File: src/rtl/pwm_pkg.sv
// pwm_pkg: shared mode/direction types and counter limit helper for the PWM engine
package pwm_pkg;
  typedef enum logic {PWM_EDGE = 1'b0, PWM_CENTER = 1'b1} pwm_mode_e;
  typedef enum logic {UP = 1'b0, DOWN = 1'b1} dir_e;
  function automatic int CNT_MAX(input int w);
    return (1 << w) - 1;
  endfunction
endpackage

File: src/rtl/pwm_multichannel_if.sv
// pwm_multichannel_if: duty write strobe bus from the register file to the PWM engine
interface pwm_multichannel_if #(
  parameter int NUM_CH = 16,
  parameter int CNT_W  = 8
);
  logic                      duty_wr_en;
  logic [$clog2(NUM_CH)-1:0] duty_wr_ch;
  logic [CNT_W-1:0]          duty_wr_data;
  modport master (output duty_wr_en, duty_wr_ch, duty_wr_data);
  modport slave  (input  duty_wr_en, duty_wr_ch, duty_wr_data);
endinterface

File: src/rtl/pwm_timebase.sv
// pwm_timebase: prescaler, edge/centre counter and period boundary detection
module pwm_timebase
  import pwm_pkg::*;
#(
  parameter int CNT_W      = 8,
  parameter int PRESCALE_W = 8
) (
  input  logic                  clk,
  input  logic                  rst,
  input  logic [PRESCALE_W-1:0] prescale,
  input  logic                  center_mode,
  output logic [CNT_W-1:0]      cnt,
  output logic                  boundary
);
  localparam logic [CNT_W-1:0] TOP = CNT_W'(CNT_MAX(CNT_W) - 1);
  logic [PRESCALE_W-1:0] presc_cnt_q, presc_cnt_d, presc_act_q, presc_act_d;
  logic [CNT_W-1:0]      cnt_q, cnt_d;
  dir_e                  dir_q, dir_d;
  pwm_mode_e             mode_q, mode_d;
  logic                  tick;
  always_ff @(posedge clk) begin
    if (rst) begin
      presc_cnt_q <= '0;
      presc_act_q <= '0;
      cnt_q       <= '0;
      dir_q       <= UP;
      mode_q      <= PWM_EDGE;
    end else begin
      presc_cnt_q <= presc_cnt_d;
      presc_act_q <= presc_act_d;
      cnt_q       <= cnt_d;
      dir_q       <= dir_d;
      mode_q      <= mode_d;
    end
  end
  // centre mode holds cnt for one tick at each turnaround so both ends last two ticks
  always_comb begin
    tick        = presc_cnt_q == presc_act_q;
    presc_cnt_d = tick ? '0 : presc_cnt_q + 1'b1;
    boundary    = tick && (mode_q == PWM_EDGE ? cnt_q == TOP : (dir_q == DOWN && cnt_q == '0));
    cnt_d       = !tick ? cnt_q :
                  mode_q == PWM_EDGE ? (cnt_q == TOP ? '0 : cnt_q + 1'b1) :
                  dir_q == UP ? (cnt_q == TOP ? cnt_q : cnt_q + 1'b1) :
                  (cnt_q == '0 ? cnt_q : cnt_q - 1'b1);
    dir_d       = boundary ? UP :
                  (tick && mode_q == PWM_CENTER && dir_q == UP && cnt_q == TOP) ? DOWN : dir_q;
    mode_d      = boundary ? pwm_mode_e'(center_mode) : mode_q;
    presc_act_d = boundary ? prescale : presc_act_q;
  end
  assign cnt = cnt_q;
endmodule

File: src/rtl/pwm_multichannel.sv
// pwm_multichannel: shadowed per-channel duty registers, compare and registered PWM outputs
module pwm_multichannel
  import pwm_pkg::*;
#(
  parameter int NUM_CH     = 16,
  parameter int CNT_W      = 8,
  parameter int PRESCALE_W = 8
) (
  input  logic                  clk,
  input  logic                  rst,
  input  logic [NUM_CH-1:0]     en_out,
  input  logic [NUM_CH-1:0]     en_pwm,
  pwm_multichannel_if.slave     wr,
  input  logic [PRESCALE_W-1:0] prescale,
  input  logic                  center_mode,
  output logic [NUM_CH-1:0]     out,
  output logic                  period_start
);
  logic [CNT_W-1:0]  shadow_q [NUM_CH];
  logic [CNT_W-1:0]  shadow_d [NUM_CH];
  logic [CNT_W-1:0]  duty_act_q [NUM_CH];
  logic [CNT_W-1:0]  duty_act_d [NUM_CH];
  logic [NUM_CH-1:0] out_q, out_d;
  logic              period_start_q, period_start_d;
  logic [CNT_W-1:0]  cnt;
  logic              boundary, wr_hit;
  pwm_timebase #(.CNT_W(CNT_W), .PRESCALE_W(PRESCALE_W)) u_tb (
    .clk         (clk),
    .rst         (rst),
    .prescale    (prescale),
    .center_mode (center_mode),
    .cnt         (cnt),
    .boundary    (boundary)
  );
  always_ff @(posedge clk) begin
    if (rst) begin
      shadow_q       <= '{default: '0};
      duty_act_q     <= '{default: '0};
      out_q          <= '0;
      period_start_q <= 1'b0;
    end else begin
      shadow_q       <= shadow_d;
      duty_act_q     <= duty_act_d;
      out_q          <= out_d;
      period_start_q <= period_start_d;
    end
  end
  // active duty loads from the post-write shadow so a boundary-cycle write takes effect at once
  always_comb begin
    wr_hit         = wr.duty_wr_en && int'(wr.duty_wr_ch) < NUM_CH;
    period_start_d = boundary;
    for (int i = 0; i < NUM_CH; i++) begin
      shadow_d[i]   = (wr_hit && int'(wr.duty_wr_ch) == i) ? wr.duty_wr_data : shadow_q[i];
      duty_act_d[i] = boundary ? shadow_d[i] : duty_act_q[i];
      out_d[i]      = en_out[i] & (en_pwm[i] ? cnt < duty_act_q[i] : 1'b1);
    end
  end
  assign out          = out_q;
  assign period_start = period_start_q;
endmodule

File: src/flat_wrapper.sv
// flat-port wrapper written by rule: the top's interface ports become plain ports
module pwm_multichannel_flat import pwm_pkg::*;
#(
  parameter int NUM_CH     = 16,
  parameter int CNT_W      = 8,
  parameter int PRESCALE_W = 8
)
  (clk, rst, en_out, en_pwm, prescale, center_mode, out, period_start, wr_duty_wr_en, wr_duty_wr_ch, wr_duty_wr_data);
  pwm_multichannel_if #(.NUM_CH(NUM_CH), .CNT_W(CNT_W)) wr_i ();
  input  logic clk;
  input  logic rst;
  input  logic [NUM_CH-1:0] en_out;
  input  logic [NUM_CH-1:0] en_pwm;
  input  logic [PRESCALE_W-1:0] prescale;
  input  logic center_mode;
  output logic [NUM_CH-1:0] out;
  output logic period_start;
  input wire logic [$bits(wr_i.duty_wr_en)-1:0] wr_duty_wr_en;
  input wire logic [$bits(wr_i.duty_wr_ch)-1:0] wr_duty_wr_ch;
  input wire logic [$bits(wr_i.duty_wr_data)-1:0] wr_duty_wr_data;
  assign wr_i.duty_wr_en = wr_duty_wr_en;
  assign wr_i.duty_wr_ch = wr_duty_wr_ch;
  assign wr_i.duty_wr_data = wr_duty_wr_data;
  pwm_multichannel #(.NUM_CH(NUM_CH), .CNT_W(CNT_W), .PRESCALE_W(PRESCALE_W)) u_core (.clk(clk), .rst(rst), .en_out(en_out), .en_pwm(en_pwm), .wr(wr_i), .prescale(prescale), .center_mode(center_mode), .out(out), .period_start(period_start));
endmodule
File: config.mk
export PLATFORM = sky130hd
export DESIGN_NAME = pwm_multichannel_flat
export DESIGN_NICKNAME = d
export VERILOG_FILES = /design/src/rtl/pwm_pkg.sv /design/src/rtl/pwm_multichannel_if.sv /design/src/rtl/pwm_timebase.sv /design/src/rtl/pwm_multichannel.sv /design/src/flat_wrapper.sv
export SDC_FILE = /design/constraint.sdc
export NUM_CORES = 1
export LEC_CHECK = 0
export BUFFER_PORTS_ARGS = -buffer_cell sky130_fd_sc_hd__buf_4
export CORE_AREA = 2 2 177 179
export DETAILED_ROUTE_END_ITERATION = 8
export DIE_AREA = 0 0 179 181
export PLACE_DENSITY = 0.72
export SYNTH_ARGS = -nofsm -noshare
export SYNTH_HDL_FRONTEND = slang
export SYNTH_HIERARCHICAL = 1
export SYNTH_SLANG_ARGS = --single-unit
File: constraint.sdc
create_clock -name clk -period 3.58 [get_ports clk]
set_input_delay 0.179 -clock clk [delete_from_list [all_inputs] [get_ports clk]]
set_output_delay 0.179 -clock clk [all_outputs]
set_load 0.02 [all_outputs]
==> results.yml <==
synth:
  syn_inst: 1472
  synth_edf_count: 0
  yosysTopAreaCellShare: 0.4416
  yosys-top-cells-area: "dfxtp_1, ha_1, mux2i_1"
  yosys_warnings: 6
  synth-seq-cells: 299
  synth_fp_nets: 1645
  synth-main-ff-cell: "dfxtp_1"
  synth_cell_types: 50
  synth.avg_cell_area_um2: 9.209
  syn_area_um2: 13560
  synth_top_area_cell: "dfxtp_1"
  ys_seq_area_frac: 0.4416
  ys_async_sr_fraction: 0
drt:
  via_per_inst: 5.342
  drt_iter0_drc: 801
  drc: 0
  vias: 10570
  drt-total-wl_um: 32220
  routed_wire_length_per_instance_um: 16.29
  drt_first_pass_iters: 7
  detail-route-antenna-nets: 0
die:
  chipHeight_um: 181
  coreArea_um2: 30350
  start_util: 0.4467
  ios: 73
  die-area_um2: 32400
  die_w_um: 179
  num_rows: 64
cells_and_area:
  layout.nets: 1731
  final_cell_area_um2: 16000
  mostFrequentLayoutCells: "dfxtp_1, nor2_1, mux2i_1"
  area_delta_synth_final_pct: 18.00
  drive_gt1_frac: 0.1113
  final_common_cell: "dfxtp_1"
  antennaDiodeCount: 0
  layoutNonFillerInstCount: 1978
  fin_util: 0.5270
clock_network:
  cts_buffer_depth: 3
  cts_tree: "yes"
  cts_num_sinks: 299
  numCtsBuffers: 34
  clockRootBuffer: "clkbuf_16"
  clk_latency_ns: 0.50
  post_cts_resized: 0
  clk_pin_slew_ns: 0.06
  htree_levels: 2
grt:
  overflow: 0
  globalRouteTotalUtil: 0.1998
  grt_pass1_wl_um: 52120
  grt_max_degree: 116
  first_global_vias: 10450
  antenna_found_initial: 0
critical_path:
  rr_endpoint: "u_core/duty_act_q[68]"
  cp-end-kind: "flop"
  cp_data_required_time_ns: 3.98
  critPathLaunchType: "flop"
  crit_type: "reg2reg"
  critical_path_arrival_ns: 3.32
  r2r-start: "u_core/u_tb/cnt[1]"
  reg2regPathDepth: 9
  crit_fanout: 112
  r2r_setup_slack_ns: 0.66
power_and_ir_drop:
  power.leakage_nw: 6.464
  power.total_mw: 7.413
  peakVddDrop_v: 0.0002677
  power_density_nw_per_um2: 463.5
placed_design:
  hpwlAfterDp_um: 20200
  dpl.cell_count: 1879
  dp_slack_ns: 0.7390
  place_area_um2: 14440
  portBuffers: 72
  gp_congestion: 0.8445
min_path:
  hold_end: "u_core/out[8]"
  hold_start: "en_pwm[8]"
  holdPathStages: 2
  min_path_type: "in2reg"
timing:
  setup_viol: 0
  maxSlewHeadroom: 0.4361
  finalSetupTns_ns: 0
  rsz0062_at_grt: "false"
  hold_ws_ns: 0.02832
  min_period_over_period: 0.8169
  max_freq_mhz: 341.9
  hold_violations: 0
  slew_viol_final: 0
  min_period_ns: 2.925
  finalWorstSetupSlack_ns: 0.6553
  skew_ns: 0.01721
  worstMarginPinSlew_ns: 0.8246
run_status:
  status: "finished, final reports clean"
job:
  maxCapViolCount: 0
==> power breakdown <==
| group | leakage (nW) | internal, mW | switching, mW | total (mW) |
|---|---|---|---|---|
| clock | 0.583 | 2.22 | 1.36 | 3.58 |
| combinational | 3.47 | 0.198 | 0.264 | 0.462 |
| sequential | 2.41 | 3.36 | 0.0137 | 3.37 |
| total | 6.46 | 5.78 | 1.64 | 7.41 |
==> registers in the layout (all words and copies together) (netlist names) <==
register,count
u_core/u_tb/mode_q,1
u_core/u_tb/dir_q,1
u_core/out,16
u_core/u_tb/presc_act_q,8
u_core/u_tb/cnt,8
u_core/period_start,1
u_core/u_tb/presc_cnt_q,8
u_core/shadow_q,128
u_core/duty_act_q,128
==> routing by layer <==
metal / up-vias / global-route usage / part of all wire
met3: 61 / 0.03136 / 0.043
li1: 5282 / - / -
met5: - / 0 / 0
met4: 0 / 0.05951 / 0.023
met2: 240 / 0.3363 / 0.47
met1: 4984 / 0.2621 / 0.46
==> worst max-delay path by stage <==
stage                            start                    end  slack (ns)
floorplan           u_core/u_tb/cnt[1]   u_core/duty_act_q[0]        0.69
global placement    u_core/u_tb/cnt[5]  u_core/duty_act_q[51]        0.82
detailed placement  u_core/u_tb/cnt[1]  u_core/duty_act_q[46]        0.74
CTS                 u_core/u_tb/cnt[1]  u_core/duty_act_q[68]        0.70
global route        u_core/u_tb/cnt[2]  u_core/duty_act_q[51]        0.39
finish              u_core/u_tb/cnt[1]  u_core/duty_act_q[68]        0.66
==> cell usage after synthesis, types with 2 or more instances <==
| cell type | n |
|---|---|
| inv_1 | 138 |
| nor2_2 | 9 |
| dfxtp_1 | 299 |
| a2111oi_0 | 16 |
| nand3_1 | 22 |
| o221a_2 | 2 |
| and3_1 | 3 |
| nor4_4 | 2 |
| a21oi_1 | 39 |
| ha_1 | 117 |
| nand2b_1 | 21 |
| clkbuf_1 | 66 |
| or4_4 | 2 |
| buf_6 | 3 |
| or3_1 | 6 |
| a211oi_1 | 132 |
| o21ai_0 | 22 |
| or4_1 | 2 |
| xnor2_1 | 2 |
| buf_1 | 5 |
| o32ai_1 | 2 |
| nand3b_1 | 2 |
| nor2_1 | 289 |
| nand2_1 | 31 |
| nor3_1 | 6 |
| o32a_1 | 3 |
| nor4_1 | 18 |
| a31oi_1 | 17 |
| mux2i_1 | 138 |
| buf_2 | 9 |
| a211o_1 | 16 |
| xor2_1 | 13 |
| nand4_1 | 3 |
==> logic make-up after synthesis <==
group,count (synthesis),synth area share
compound gates,256,0.1354
xor+xnor,15,0.009692
fa+ha+maj,117,0.1080
buf+inv,222,0.06424
flops,299,0.4416
mux,138,0.1019
simple gates,425,0.1392
==> critical path, stage by stage (launching register included) <==
cell      delay (ns)
dfxtp_1         0.51
ha_1            0.21
nand4_1         0.09
buf_4           0.18
nor3_1          0.24
o211ai_1        0.26
inv_6           0.45
buf_12          0.44
nor2_1          0.10
a211oi_1        0.23
==> final cells by class <==
type	count	area (um^2)
Clock buffer	43	975.9
Clock inverter	17	193.9
Fill cell	2646	14350
Inverter	138	523.0
Multi-Input combinational cell	951	6699
Sequential cell	299	5986
Tap cell	396	495.5
Timing Repair Buffer	134	1122
==> what timing repair did <==
item | in CTS | in global routing
hold endpoints to repair | 24 | 0
setup buffers | 0 | 0
hold buffers | 39 | 0
Note: power is estimated with default switching activity, not from simulation.
